## src/rtl/taillight_seq_pkg.sv

```systemverilog
// Shared mode codes and thermometer-mask helpers for the tail-light sequencer.
// The mask helpers build at most MAX_LEDS bits; callers truncate to their bank width.
package taillight_pkg;

    localparam int MODE_W   = 3;
    localparam int MAX_LEDS = 32;

    localparam logic [MODE_W-1:0] MODE_IDLE       = 3'd0;
    localparam logic [MODE_W-1:0] MODE_HAZARDS    = 3'd1;
    localparam logic [MODE_W-1:0] MODE_TURN_LEFT  = 3'd2;
    localparam logic [MODE_W-1:0] MODE_TURN_RIGHT = 3'd3;

    // Low `step` bits of an n-bit bank set: the left side fills outward from bit 0.
    function automatic logic [MAX_LEDS-1:0] fill_lsb(input int step, input int n);
        logic [MAX_LEDS-1:0] m;
        m = '0;
        for (int i = 0; i < MAX_LEDS; i++) begin
            if (i < n && i < step) m[i] = 1'b1;
        end
        return m;
    endfunction

    // High `step` bits of an n-bit bank set: the right side fills from bit n-1 downward.
    function automatic logic [MAX_LEDS-1:0] fill_msb(input int step, input int n);
        logic [MAX_LEDS-1:0] m;
        m = '0;
        for (int i = 0; i < MAX_LEDS; i++) begin
            if (i < n && i >= n - step) m[i] = 1'b1;
        end
        return m;
    endfunction

endpackage

```

## src/rtl/taillight_seq_if.sv

```systemverilog
// Mode/brake inputs and lamp-bank outputs of the tail-light sequencer.
interface taillight_seq_if #(
    parameter int LEDS_PER_SIDE = 3
);
    import taillight_pkg::*;

    logic [MODE_W-1:0]        mode;
    logic                     brake;
    logic [LEDS_PER_SIDE-1:0] led_l;
    logic [LEDS_PER_SIDE-1:0] led_r;
    logic [MODE_W-1:0]        mode_code;
    logic                     step_tick;

    modport master (
        output mode, brake,
        input  led_l, led_r, mode_code, step_tick
    );

    modport slave (
        input  mode, brake,
        output led_l, led_r, mode_code, step_tick
    );

endinterface

```

## src/rtl/taillight_seq_tick_prescaler.sv

```systemverilog
// Divides clk down to the animation step rate; clear restarts the count.
module tick_prescaler #(
    parameter int TICK_DIV = 1
) (
    input  logic clk,
    input  logic reset_n,
    input  logic clear,
    output logic tick
);

    localparam int            DW   = (TICK_DIV > 1) ? $clog2(TICK_DIV) : 1;
    localparam logic [DW-1:0] LAST = DW'(TICK_DIV - 1);

    logic [DW-1:0] div_cnt;

    // A clear (mode change) suppresses the tick even when the count is at its last value.
    assign tick = (div_cnt == LAST) && !clear;

    // NOTE: sequential state uses non-blocking assignments so every register samples pre-edge values.
    always_ff @(posedge clk or negedge reset_n) begin
        if (!reset_n) begin
            div_cnt <= '0;
        end else if (clear || tick) begin
            div_cnt <= '0;
        end else begin
            div_cnt <= div_cnt + 1'b1;
        end
    end

endmodule

```

## src/rtl/taillight_seq.sv

```systemverilog
// N-LED tail-light sequencer: turn fill, hazard flash and brake overlay, all outputs registered.
// Supports LEDS_PER_SIDE up to taillight_pkg::MAX_LEDS.
module taillight_seq
    import taillight_pkg::*;
#(
    parameter int LEDS_PER_SIDE = 3,
    parameter int TICK_DIV      = 1
) (
    input logic            clk,
    input logic            reset_n,
    taillight_seq_if.slave bus
);

    localparam int                       SW        = $clog2(LEDS_PER_SIDE + 1);
    localparam logic [SW-1:0]            STEP_LAST = SW'(LEDS_PER_SIDE);
    localparam logic [LEDS_PER_SIDE-1:0] ALL_ON    = '1;

    logic [MODE_W-1:0]        mode_q;
    logic                     brake_q;
    logic [SW-1:0]            step;
    logic                     phase;
    logic                     mode_change;
    logic                     tick;
    logic                     step_tick_q;
    logic [LEDS_PER_SIDE-1:0] led_l_q, led_r_q;
    logic [LEDS_PER_SIDE-1:0] led_l_d, led_r_d;
    logic [LEDS_PER_SIDE-1:0] brake_mask;

    assign mode_change = (bus.mode != mode_q);

    tick_prescaler #(.TICK_DIV(TICK_DIV)) u_prescaler (
        .clk     (clk),
        .reset_n (reset_n),
        .clear   (mode_change),
        .tick    (tick)
    );

    // step and phase only advance in their own mode; any mode change returns them to 0,
    // so outside turn/hazard modes they simply stay at 0.
    always_ff @(posedge clk or negedge reset_n) begin
        if (!reset_n) begin
            mode_q      <= MODE_IDLE;
            brake_q     <= 1'b0;
            step        <= '0;
            phase       <= 1'b0;
            step_tick_q <= 1'b0;
        end else begin
            mode_q      <= bus.mode;
            brake_q     <= bus.brake;
            step_tick_q <= tick;
            if (mode_change) begin
                step  <= '0;
                phase <= 1'b0;
            end else if (tick) begin
                if (mode_q == MODE_TURN_LEFT || mode_q == MODE_TURN_RIGHT) begin
                    step <= (step == STEP_LAST) ? '0 : step + 1'b1;
                end
                if (mode_q == MODE_HAZARDS) begin
                    phase <= ~phase;
                end
            end
        end
    end

    assign brake_mask = brake_q ? ALL_ON : '0;

    // NOTE: every always_comb output gets a default first so no path can infer a latch.
    always_comb begin
        led_l_d = '0;
        led_r_d = '0;
        case (mode_q)
            MODE_HAZARDS: begin
                led_l_d = phase ? ALL_ON : '0;
                led_r_d = phase ? ALL_ON : '0;
            end
            MODE_TURN_LEFT: begin
                led_l_d = LEDS_PER_SIDE'(fill_lsb(int'(step), LEDS_PER_SIDE));
                led_r_d = brake_mask;
            end
            MODE_TURN_RIGHT: begin
                led_l_d = brake_mask;
                led_r_d = LEDS_PER_SIDE'(fill_msb(int'(step), LEDS_PER_SIDE));
            end
            default: begin
                led_l_d = brake_mask;
                led_r_d = brake_mask;
            end
        endcase
    end

    always_ff @(posedge clk or negedge reset_n) begin
        if (!reset_n) begin
            led_l_q <= '0;
            led_r_q <= '0;
        end else begin
            led_l_q <= led_l_d;
            led_r_q <= led_r_d;
        end
    end

    assign bus.led_l     = led_l_q;
    assign bus.led_r     = led_r_q;
    assign bus.mode_code = mode_q;
    assign bus.step_tick = step_tick_q;

endmodule
```

## src/flat_wrapper.sv

```systemverilog
// flat-port wrapper written by rule: the top's interface ports become plain ports
module taillight_seq_flat import taillight_pkg::*;
#(
    parameter int LEDS_PER_SIDE = 3,
    parameter int TICK_DIV      = 1
)
  (clk, reset_n, bus_mode, bus_brake, bus_led_l, bus_led_r, bus_mode_code, bus_step_tick);
  taillight_seq_if #(.LEDS_PER_SIDE(LEDS_PER_SIDE)) bus_i ();
  input logic clk;
  input logic reset_n;
  input wire logic [$bits(bus_i.mode)-1:0] bus_mode;
  input wire logic [$bits(bus_i.brake)-1:0] bus_brake;
  output wire logic [$bits(bus_i.led_l)-1:0] bus_led_l;
  output wire logic [$bits(bus_i.led_r)-1:0] bus_led_r;
  output wire logic [$bits(bus_i.mode_code)-1:0] bus_mode_code;
  output wire logic [$bits(bus_i.step_tick)-1:0] bus_step_tick;
  assign bus_i.mode = bus_mode;
  assign bus_i.brake = bus_brake;
  assign bus_led_l = bus_i.led_l;
  assign bus_led_r = bus_i.led_r;
  assign bus_mode_code = bus_i.mode_code;
  assign bus_step_tick = bus_i.step_tick;
  taillight_seq #(.LEDS_PER_SIDE(LEDS_PER_SIDE), .TICK_DIV(TICK_DIV)) u_core (.clk(clk), .reset_n(reset_n), .bus(bus_i));
endmodule
```

## config.mk

```make
export PLATFORM = sky130hd
export DESIGN_NAME = taillight_seq_flat
export DESIGN_NICKNAME = d
export VERILOG_FILES = /design/src/rtl/taillight_seq_pkg.sv /design/src/rtl/taillight_seq_if.sv /design/src/rtl/taillight_seq_tick_prescaler.sv /design/src/rtl/taillight_seq.sv /design/src/flat_wrapper.sv
export SDC_FILE = /design/constraint.sdc
export NUM_CORES = 1
export LEC_CHECK = 0
export CAP_MARGIN = 20
export CORE_ASPECT_RATIO = 1.2
export CORE_MARGIN = 4
export CORE_UTILIZATION = 40
export CTS_CLUSTER_SIZE = 12
export DETAILED_ROUTE_END_ITERATION = 16
export GPL_TIMING_DRIVEN = 0
export PLACE_DENSITY = 0.64
export SLEW_MARGIN = 5
export SYNTH_ARGS = -nofsm -noshare
export SYNTH_HDL_FRONTEND = slang
export SYNTH_SLANG_ARGS = --single-unit
```

## constraint.sdc

```tcl
create_clock -name clk -period 1.9 [get_ports clk]
set_input_delay 0.57 -clock clk [delete_from_list [all_inputs] [get_ports clk]]
set_output_delay 0.57 -clock clk [all_outputs]
set_load 0.01 [all_outputs]
```

Word-level counts from Yosys, hierarchy flattened

Index checks and enable logic that the tools add are counted.

Input bits: 6
Output and inout port bits: 10
Logic and storage cells: 51
Bits in registers: 15

Reduce and logical (&&, ||, !) cells: 9
Bitwise gates (word level): 2
Order comparisons: 6
Multiplexer cells: 18
Equality and inequality tests: 5
Add/subtract/negate cells: 3

Operators by type and width:

| cell                  | number |
|---|---|
| $ge A1 B32 Y1 const A | 1 |
| $ge A2 B32 Y1 const A | 1 |
| $ge A3 B32 Y1 const A | 1 |
| $pmux W3 S2           | 2 |
| $mux W1               | 10 |
| $mux W2               | 4 |
| $eq A3 B2 Y1 const B  | 2 |
| $mux W3               | 2 |
| $reduce_bool A2 Y1    | 3 |
| $lt A1 B2 Y1 const A  | 2 |
| $reduce_and A2 Y1     | 2 |
| $eq A3 B1 Y1 const B  | 1 |
| $ne A3 B3 Y1          | 1 |
| $sub A2 B2 Y3 const A | 1 |
| $add A2 B1 Y2 const B | 1 |
| $eq A2 B2 Y1 const B  | 1 |
| $logic_or A1 B1 Y1    | 2 |
| $lt A2 B2 Y1 const A  | 1 |
| $not A1 Y1            | 2 |
| $add A1 B1 Y1 const B | 1 |
| $logic_and A1 B1 Y1   | 1 |
| $logic_not A1 Y1      | 1 |

Longest topological paths before layout

Gate-level depths: netlist (run 1).

Word-level depth: 5
Gate-level depth with buffers: 5
Mapped depth without buffers: 5

Cells and area by module

A second synthesis (run 1) with hierarchy kept.

Cells, all modules: 59
Area, all modules: 701.9 um2

By module, submodules not included:

| module         | instances | sequential area each (um2) | area an instance (um2) | cells each |
|---|---|---|---|---|
| taillight_seq  | 1         | 350.3                      | 669.4                  | 56 |
| tick_prescaler | 1         | 25.0                       | 32.5                   | 3 |

Worst setup path before layout (run 1)

No wires, ideal clock.

Kind: register -> register
Start point: reg u_core.mode_q[2], in the netlist u_core.bus.mode_code[2]
End point: reg u_core.led_l_q[0], in the netlist u_core.bus.led_l[0]
Required time: 1.760 ns
Buffers on the path: 1
Cell stages (with the launch flop): 5
Library setup time: 0.140 ns
Period minus slack after synthesis: 1.341 ns
Arrival time: 1.201 ns
Path slack: 0.559 ns
Path through: dfrtp_1 buf_6 or4b_1 o311ai_1 a21oi_1

Cells in the longest elaborated chain, start to end: 2
Elaborated cells between the ends (all ways): 3
Classes of those cells: eq/ne (2); mux (1)

RTL lines:

| element                                      | RTL line            | RTL |
|---|---|---|
| start, declared                              | taillight_seq.sv:18 | `logic [MODE_W-1:0] mode_q;` |
| start signal, assigned                       | taillight_seq.sv:48 | `mode_q <= bus.mode;` |
| $eq A3 B2 Y1 or $eq A3 B1 Y1 (tied branches) | taillight_seq.sv:71 | `case (mode_q)` |
| $pmux W3 S2 *                                | taillight_seq.sv:71 |  |
| net u_core.led_l_d[0]                        | taillight_seq.sv:26 | `logic [LEDS_PER_SIDE-1:0] led_l_d, led_r_d;` |
| end signal, assigned                         | taillight_seq.sv:96 | `led_l_q <= led_l_d;` |
| end, declared                                | taillight_seq.sv:25 | `logic [LEDS_PER_SIDE-1:0] led_l_q, led_r_q;` |

The timed path passes the listed nets; every way through them passes the cells marked *.
A chain may end at the register's enable or synchronous reset.

Worst setup path after layout (run 1)

Start point: reg u_core.mode_q[1], in the netlist u_core.bus.mode_code[1]
End point: out bus_mode_code[1]

RTL lines:

| element       | RTL line           | RTL |
|---|---|---|
| end, declared | flat_wrapper.sv:15 | `output wire logic [$bits(bus_i.mode_code)-1:0] bus_mode_code;` |

No word-level cell between the ends.

==> impl_metrics.tcl, run 1 <==
set metrics [dict create \
    swShare 0.240 \
    grt_pass1_wl_um 1950 \
    crit_fanout 5 \
    antenna_found_initial 0 \
    slew_headroom 0.566 \
    cpPeakStageDelay_ns 0.56 \
    ys_ff_latch 15 \
    cp-end-kind "output pin" \
    fin_crit_ns 1.81 \
    synth_cells 58 \
    power_switching_mw 0.151 \
    route.detailed.drc 0 \
    fmax_ghz 0.553 \
    finalClockSkew_ns 0.00121 \
    antenna_cells 0 \
    die_height_um 53.1 \
    ys_seq_area_frac 0.552 \
    root_buffer "clkbuf_4" \
    crit_type "reg -> out" \
    clockBufferDepth 2 \
    dp.cells 91 \
    dp_hpwl_um 885 \
    p_int_mw 0.476 \
    power_leakage_nw 0.383 \
    fp.dieArea_um2 2420 \
    place_congestion 0.700 \
    worst_ep_required_time_ns 1.33 \
    r2r_slack_ns 0.53 \
    grt_max_degree 16 \
    wl_um 1160 \
    synth_area_um2 679 \
    period_share 0.952 \
    grt_usage 0.115 \
    clk-insertion-delay-late_ns 0.28 \
    cts_tree "yes" \
    ys_types 24 \
    status "complete, no violations" \
    clk_pin_slew_ns 0.08 \
    pin_count 16 \
    syn_avg_cell_area_um2 11.7 \
    p_comb_frac 0.165 \
    num_rows 16 \
    cts_hold_buf 0 \
    fp.coreArea_um2 1620 \
    final_cell_area_um2 878 \
    path_cells "clkdlybuf4s50_1" \
    power.density_nw_per_um2 714 \
    finalPower_mw 0.627 \
    hold_path_class "reg -> reg" \
    die_x_um 45.6 \
    yosysWarningCount 0 \
    stdcell_count 95 \
    finalHoldViolCount 0 \
    grt_setup_unrepaired "false" \
    cts_inserted_buffers 3 \
    worstSetupStartpointType "register" \
    start_util 0.419 \
    cts_resized 0 \
    cap_violations 0 \
    num_vias 495 \
    via_per_inst 5.21 \
    htree_num_levels 1 \
    antenna_left 0 \
    crit_arrival_ns 1.24 \
    syn_nets 67 \
    post-cts-setup-buffers 0 \
    drt_pre_antenna_iters 4 \
    drtIter0Drc 2 \
    final_nets 87 \
    grt_pass1_vias 488 \
    finalSetupViolCount 0 \
    place_area_um2 852 \
    drv_slew 0 \
    grt-ovfl-total 0 \
    drive_above_1_share 0.0909 \
    finalSetupTns_ns 0 \
    portBuffers 15 \
    fin_hold_ws_ns 0.505 \
    areaGrowthSynthToFinish_pct 29.3 \
    clkPwrFrac 0.285 \
    critical-path-top-delay-family "buffers and inverters" \
    tightest_slew_ns 0.649 \
    routedWlPerCell_um 12.2 \
    crit_path_top_delay_cell "clkdlybuf4s50_1" \
    vdd_drop_max_v 0.000379 \
    pwr-share-seq 0.550 \
    cts.sinks 15 \
    path_buf_inv 1 \
]
==> routing by layer <==
| layer | up-vias | track usage | wire length, um |
|---|---|---|---|
| li1 | 240 | - | - |
| met2 | 25 | 0.200 | 566 |
| met5 | - | 0 | 0 |
| met1 | 226 | 0.122 | 458 |
| met3 | 4 | 0.0340 | 108 |
| met4 | 0 | 0.0585 | 22 |
==> logic make-up (layout without fill, tap and decap cells) <==
group           Yosys count  after routing  synth area share
fa+ha+maj                 3              3            0.0553
simple gates             14             14             0.133
xor+xnor                  3              3            0.0387
compound gates           13             13             0.120
other cells               1              1           0.00552
mux                       3              3            0.0442
buf+inv                   6             25            0.0516
flops                    15             15             0.552
==> layout by cell type, fill, tap and decap left out, drive strengths merged <==
cell type,count
clkdlybuf4s50,15
dfrtp,15
o31ai,4
a21oi,4
nor2,4
clkbuf,4
inv,3
o21ai,3
mux2i,3
xnor2,3
ha,3
buf,3
nor3b,2
nand2b,2
o21bai,1
nand2,1
or2b,1
or4b,1
o311ai,1
and2,1
nand3,1
or4,1
conb,1
==> per-stage QoR <==
stage	setup WS, ns	util
2_1_floorplan	0.559	-
3_3_place_gp	0.326	0.525
3_5_place_dp	0.301	0.525
4_1_cts	0.0786	0.542
5_1_grt	0.0423	0.542
6_report	0.0908	0.542
==> synthesized netlist by cell type <==
library cell   n  share of area
nand2b_1       1         0.0092
o21bai_1       1          0.011
nor2_1         4          0.022
nand2b_4       1          0.020
or4_1          1          0.011
nand3_1        1         0.0074
buf_2          1         0.0074
o31ai_1        4          0.044
a21oi_1        4          0.029
or2b_1         1          0.011
buf_6          1          0.017
or4b_1         1          0.015
ha_1           3          0.055
o21ai_0        3          0.022
conb_1         1         0.0055
xnor2_1        3          0.039
o311ai_1       1          0.013
and2_1         1         0.0092
buf_4          1          0.011
nand2_1        1         0.0055
inv_1          3          0.017
dfrtp_1       15           0.55
nor3b_1        2          0.022
mux2i_1        3          0.044
==> power by group through the flow <==
stage / logic (mW) / registers, mW / clock network, mW
5_1_grt: 0.114 / 0.346 / 0.199
4_1_cts: 0.106 / 0.345 / 0.191
2_1_floorplan: 0.0407 / 0.360 / 0
6_report: 0.103 / 0.345 / 0.179
3_3_place_gp: 0.104 / 0.351 / 0
3_5_place_dp: 0.105 / 0.351 / 0
==> registers in the layout (all words and copies together) (netlist names) <==
name and count:
u_core.bus.step_tick 1, u_core.brake_q 1, u_core.bus.mode_code 3, u_core.u_prescaler.div_cnt 1
u_core.phase 1, u_core.step 2, u_core.bus.led_l 3, u_core.bus.led_r 3
==> area by class of cell <==
cell class                 count  area [um^2]
clock buffer                   4         26.3
timing repair buffer          15          150
tap                           18         22.5
buffer                         3         23.8
sequential                    15          375
fill                         154          743
inverter                       3         11.3
multi-input combinational     37          269
==> path summary, 6_finish.rpt <==
kind / startpoint / to / cells after the start
setup reg to reg: u_core.bus.mode_code[2] / u_core.bus.led_l[2] / 4
setup / recovery: u_core.bus.mode_code[1] / bus_mode_code[1] / 1
min in group asynchronous: reset_n / u_core.bus.led_r[2] / 1
hold / removal: u_core.u_prescaler.div_cnt / u_core.bus.step_tick / 1
max in group asynchronous: reset_n / u_core.bus.led_r[0] / 1
hold reg to reg: u_core.u_prescaler.div_cnt / u_core.bus.step_tick / 1
Note: power is estimated with default switching activity, not from simulation.
==> run 2: changes to the inputs <==
REMOVE_ABC_BUFFERS = 1   (was unset)
==> impl_metrics.tcl, run 2 (synthesis results as in run 1) <==
set metrics [dict create \
    hold_start "u_core.u_prescaler.div_cnt" \
    finalSetupViolCount 0 \
    path_buf_inv 1 \
    finalSetupTns_ns 0 \
    route.detailed.drc 0 \
    drtIter0Drc 3 \
    antenna_left 0 \
    clk-insertion-delay-late_ns 0.28 \
    stdcell_count 95 \
    final_nets 87 \
    critical-path-top-delay-family "buffers and inverters" \
    tightest_slew_ns 0.655 \
    r2r.worst_path.cells 4 \
    holdPathEnd "u_core.bus.step_tick" \
    portBuffers 15 \
    place_congestion 0.634 \
    grt-ovfl-total 0 \
    die_x_um 45.6 \
    fmax_ghz 0.567 \
    cts.sinks 15 \
    cpPeakStageDelay_ns 0.54 \
    drive_above_1_share 0.143 \
    num_rows 16 \
    antenna_found_initial 0 \
    start_util 0.419 \
    cts_hold_buf 0 \
    status "complete, no violations" \
    clk_pin_slew_ns 0.09 \
    period_share 0.929 \
    worst_ep_required_time_ns 1.33 \
    setup_slack_ns 0.135 \
    grt_pass1_wl_um 1930 \
    preCtsSetupSlack_ns 0.127 \
    grt_setup_unrepaired "false" \
    vdd_drop_max_v 0.000433 \
    cts_tree "yes" \
    areaGrowthSynthToFinish_pct 29.8 \
    hold_depth 1 \
    rr_endpoint "u_core.bus.led_l[2]" \
    dp.cells 88 \
    drt_pre_antenna_iters 4 \
    die_height_um 53.1 \
    grt_pass1_vias 477 \
    cap_violations 0 \
    crit_path_top_delay_cell "clkdlybuf4s50_1" \
    dp_hpwl_um 841 \
    power_leakage_nw 0.382 \
    finalPower_mw 0.627 \
    cts_inserted_buffers 3 \
    r2r_slack_ns 0.45 \
    finalHoldViolCount 0 \
    fp.coreArea_um2 1620 \
    slew_headroom 0.562 \
    most-common-layout-cells "15 x clkdlybuf4s50_1, 12 x dfrtp_1, 4 x o31ai_1, 4 x a21oi_1, 4 x nor2_1" \
    hold_path_class "reg -> reg" \
    worstSetupStartpointType "register" \
    layout_commonest_cell "clkdlybuf4s50_1" \
    fp.dieArea_um2 2420 \
    finalClockSkew_ns 0.00361 \
    drv_slew 0 \
    pin_count 16 \
    fin_hold_ws_ns 0.508 \
    clockBufferDepth 2 \
    grt_max_degree 16 \
    routedWlPerCell_um 12.7 \
    via_per_inst 5.13 \
    htree_num_levels 1 \
    crit_type "reg -> out" \
    num_vias 487 \
    power.density_nw_per_um2 711 \
    crit_arrival_ns 1.19 \
    path_cells "clkdlybuf4s50_1" \
    crit_fanout 2 \
    wl_um 1210 \
    cp-end-kind "output pin" \
    root_buffer "clkbuf_4" \
    antenna_cells 0 \
    timing.rr.start "u_core.bus.mode_code[1]" \
    grt_usage 0.119 \
    fin_crit_ns 1.76 \
]
-- run 2: changes by cell type in the layout (fill, tap and decap cells not counted), sizes merged --
cell / change
clkinv: +1
clkbuf: -1
-- run 2: area by class of cell --
cell class | instances | area [um^2]
multi-input combinational | 37 | 269
fill | 150 | 739
timing repair buffer | 18 | 173
inverter | 3 | 11.3
clock inverter | 1 | 5.00
tap | 18 | 22.5
sequential | 15 | 379
clock buffer | 3 | 22.5
-- run 2: per-layer routing --
layer | GRT usage | up-vias | part of all wire
met4 | 0.102 | 0 | 0.014
li1 | - | 236 | -
met5 | 0 | - | 0
met2 | 0.202 | 21 | 0.51
met1 | 0.120 | 228 | 0.40
met3 | 0.0204 | 2 | 0.076
-- run 2: worst reg2reg max path: cells and delay by family, from the launching register on --
family	cells	cell delay, ns
buf+inv	1	0.18
simple gates	1	0.51
flops	1	0.42
compound gates	2	0.21
-- run 2: how the worst max path moves through the flow --
stage                             from                  end  slack (ns)  cells past startpoint
2_1_floorplan  u_core.bus.mode_code[1]  u_core.bus.led_l[0]        0.54                      3
3_3_place_gp   u_core.bus.mode_code[1]     bus_mode_code[1]        0.12                      1
3_5_place_dp   u_core.bus.mode_code[1]     bus_mode_code[1]        0.13                      1
4_1_cts        u_core.bus.mode_code[1]     bus_mode_code[1]        0.11                      1
5_1_grt        u_core.bus.mode_code[1]     bus_mode_code[1]        0.08                      1
6_report       u_core.bus.mode_code[1]     bus_mode_code[1]        0.14                      1
-- run 2: what timing repair did --
item	in CTS	in global routing
setup buffers	3	0
gates resized for setup	3	0
setup endpoints to repair	3	0
-- run 2: where the power goes --
group          switching (mW)  internal [mW]
clock network           0.101         0.0781
logic                  0.0457         0.0579
registers             0.00766          0.338
total                   0.154          0.474
-- run 2: per-stage QoR --
| step | cell area (um^2) | utilization |
|---|---|---|
| global route | 882 | 0.544 |
| detailed placement | 828 | 0.511 |
| CTS | 882 | 0.544 |
| finish | 882 | 0.544 |
| global placement | 828 | 0.511 |
| floorplan | 656 | - |
==> run 3: changes to the inputs <==
SYNTH_HIERARCHICAL = 1   (was unset)
==> impl_metrics.tcl, run 3 <==
set metrics [dict create \
    status "complete, but fails checks" \
    violations "setup timing" \
    grt_pass1_vias 487 \
    synth_edf_count 0 \
    ys_ff_latch 15 \
    grt_usage 0.120 \
    cts_hold_buf 0 \
    synth_most_common_cell "dfrtp_1" \
    finalClockSkew_ns 0.00417 \
    final-seq-area_um2 379 \
    ys_types 24 \
    clk_pin_slew_ns 0.09 \
    num_vias 517 \
    cp-end-kind "register" \
    fp.coreArea_um2 1640 \
    drv_slew 0 \
    cts.sinks 15 \
    fp.dieArea_um2 2490 \
    holdPathEnd "u_core/bus.mode_code[2]" \
    ys_seq_area_frac 0.535 \
    antenna_left 0 \
    crit_arrival_ns 2.11 \
    route.detailed.drc 0 \
    synthAdderAreaFrac 0.0713 \
    drtIter0Drc 6 \
    synth_mux_area_frac 0.0143 \
    die_x_um 46.2 \
    finalSetupTns_ns -0.00304 \
    grt_setup_unrepaired "true" \
    synthArstFlopShare 1.00 \
    tightest_slew_ns 0.658 \
    worst_ep_required_time_ns 2.11 \
    utilization 0.585 \
    areaGrowthSynthToFinish_pct 36.7 \
    synth-compound-area-share 0.112 \
    hold_start "bus_mode[2]" \
    cts_inserted_buffers 3 \
    power.density_nw_per_um2 653 \
    root_buffer "clkbuf_4" \
    multi_input_area_um2 317 \
    r2r_slack_ns 0.17 \
    cap_violations 0 \
    timing.rr.start "u_core/bus.mode_code[2]" \
    yosysWarningCount 6 \
    power_leakage_nw 0.442 \
    period_share 1.00 \
    grt-ovfl-total 0 \
    layout_commonest_cell "clkdlybuf4s50_1" \
    antenna_found_initial 0 \
    synth_top_family_by_area "simple AND/OR/NAND/NOR gates" \
    wl_um 1290 \
    path_cells "clkdlybuf4s50_1 > xnor2_1 > nand3_2 > nor2_4 > nand3b_4 > or3_1 > a21oi_2" \
    finalSetupViolCount 1 \
    synth.largest_area_cell "dfrtp_1" \
    htree_num_levels 1 \
    synth_xor_area_frac 0.0499 \
    via_per_inst 5.07 \
    finalPower_mw 0.626 \
    portBuffers 15 \
    stdcell_count 102 \
    ys.flop_type "dfrtp_1" \
    fin_hold_ws_ns 0.451 \
    worstSetupStartpointType "input port" \
    yosysTopAreaCellShare 0.535 \
    place_area_um2 863 \
    drive_above_1_share 0.286 \
    slew_headroom 0.560 \
    dp.cells 91 \
    dp_hpwl_um 875 \
    drt_pre_antenna_iters 4 \
    crit_fanout 4 \
    most-common-layout-cells "13 x clkdlybuf4s50_1, 12 x dfrtp_1, 7 x buf_4" \
    pin_count 16 \
    grt_max_degree 16 \
    num_rows 16 \
    clockBufferDepth 2 \
    final_nets 95 \
    hold_depth 1 \
    synth_common_cells "15 x dfrtp_1, 4 x a21oi_1, 4 x ha_1, 4 x xnor2_1" \
    hold_path_class "in -> reg" \
    finalHoldViolCount 0 \
    rr_endpoint "u_core/step[0]" \
    final_cell_area_um2 960 \
    clk-insertion-delay-late_ns 0.27 \
    routedWlPerCell_um 12.6 \
    crit_path_top_delay_cell "clkdlybuf4s50_1" \
    die_height_um 53.9 \
    r2r.worst_path.cells 7 \
    place_congestion 0.712 \
    syn_avg_cell_area_um2 11.9 \
    preCtsSetupSlack_ns -0.473 \
    cts_tree "yes" \
    grt_pass1_wl_um 2130 \
    start_util 0.428 \
    synth_area_um2 702 \
    antenna_cells 0 \
    crit_type "in -> reg" \
    synth_area_leaders "dfrtp_1 53%, ha_1 7.1%, xnor2_1 5.0%" \
    synth_simple_gate_area_share 0.180 \
    setup_slack_ns -0.00304 \
    fin_crit_ns 1.90 \
    synth_cells 59 \
    cpPeakStageDelay_ns 0.44 \
    vdd_drop_max_v 0.000433 \
    fmax_ghz 0.525 \
    n_fill_cell 150 \
]
-- run 3: cell types whose count changed after synthesis, moves of 2 or more --
cell      change
and2b_2       +2
and4bb_2      +2
mux2i_1       -2
nand2_1       +2
nor2_1        -2
o21ai_1       +3
o31ai_1       -4
-- run 3: worst max path at each step --
stage / startpoint / end / slack, ns
detailed placement: bus_mode[0] / u_core/step[0] / -0.47
global placement: bus_mode[0] / u_core/step[0] / -0.45
floorplan: u_core/bus.mode_code[1] / u_core/step[0] / 0.20
global route: bus_mode[1] / u_core/step[0] / -0.04
finish: bus_mode[0] / u_core/step[0] / -0.003
CTS: bus_mode[0] / u_core/step[0] / 0.003
-- run 3: kinds of logic (layout without fill, tap and decap cells) --
group           count (synthesis)  count (layout)
simple gates                   17              17
fa+ha+maj                       4               4
buf+inv                         4              29
flops                          15              15
other cells                     1               1
xor+xnor                        4               4
compound gates                 13              13
mux                             1               1
-- run 3: per-layer routing --
| layer | vias to the layer above | routed length (um) | track usage |
|---|---|---|---|
| li1 | 248 | - | - |
| met1 | 251 | 535 | 0.149 |
| met2 | 16 | 656 | 0.190 |
| met3 | 2 | 78 | 0.0201 |
| met4 | 0 | 14 | 0.0711 |
| met5 | - | 0 | 0 |
-- run 3: critical path, delay by kind of cell --
family / cells / cell delay, ns
xor gates and xnor gates: 1 / 0.20
buffers and inverters: 1 / 0.44
and+or+nand+nor: 4 / 0.78
AOI/OAI and AO/OA: 1 / 0.12
-- run 3: timing repair --
item / CTS / global route
pin swaps: 0 / 3
gates resized for setup: 7 / 1
endpoints found under the setup margin: 5 / 3
buffers inserted: 0 / 7
endpoints found under the hold margin: 0 / 0
-- run 3: report_power, final --
part | switching, mW | total [mW] | internal [mW]
Combinational | 0.0422 | 0.102 | 0.0599
Sequential | 0.0121 | 0.348 | 0.336
Clock | 0.0950 | 0.176 | 0.0813
Total | 0.149 | 0.626 | 0.477
-- run 3: final cells by class --
| type | count | share of cell area |
|---|---|---|
| Sequential cell | 15 | 0.395 |
| Inverter | 3 | 0.0117 |
| Clock buffer | 4 | 0.0274 |
| Timing Repair Buffer | 22 | 0.213 |
| Tap cell | 18 | 0.0235 |
| Multi-Input combinational cell | 40 | 0.330 |
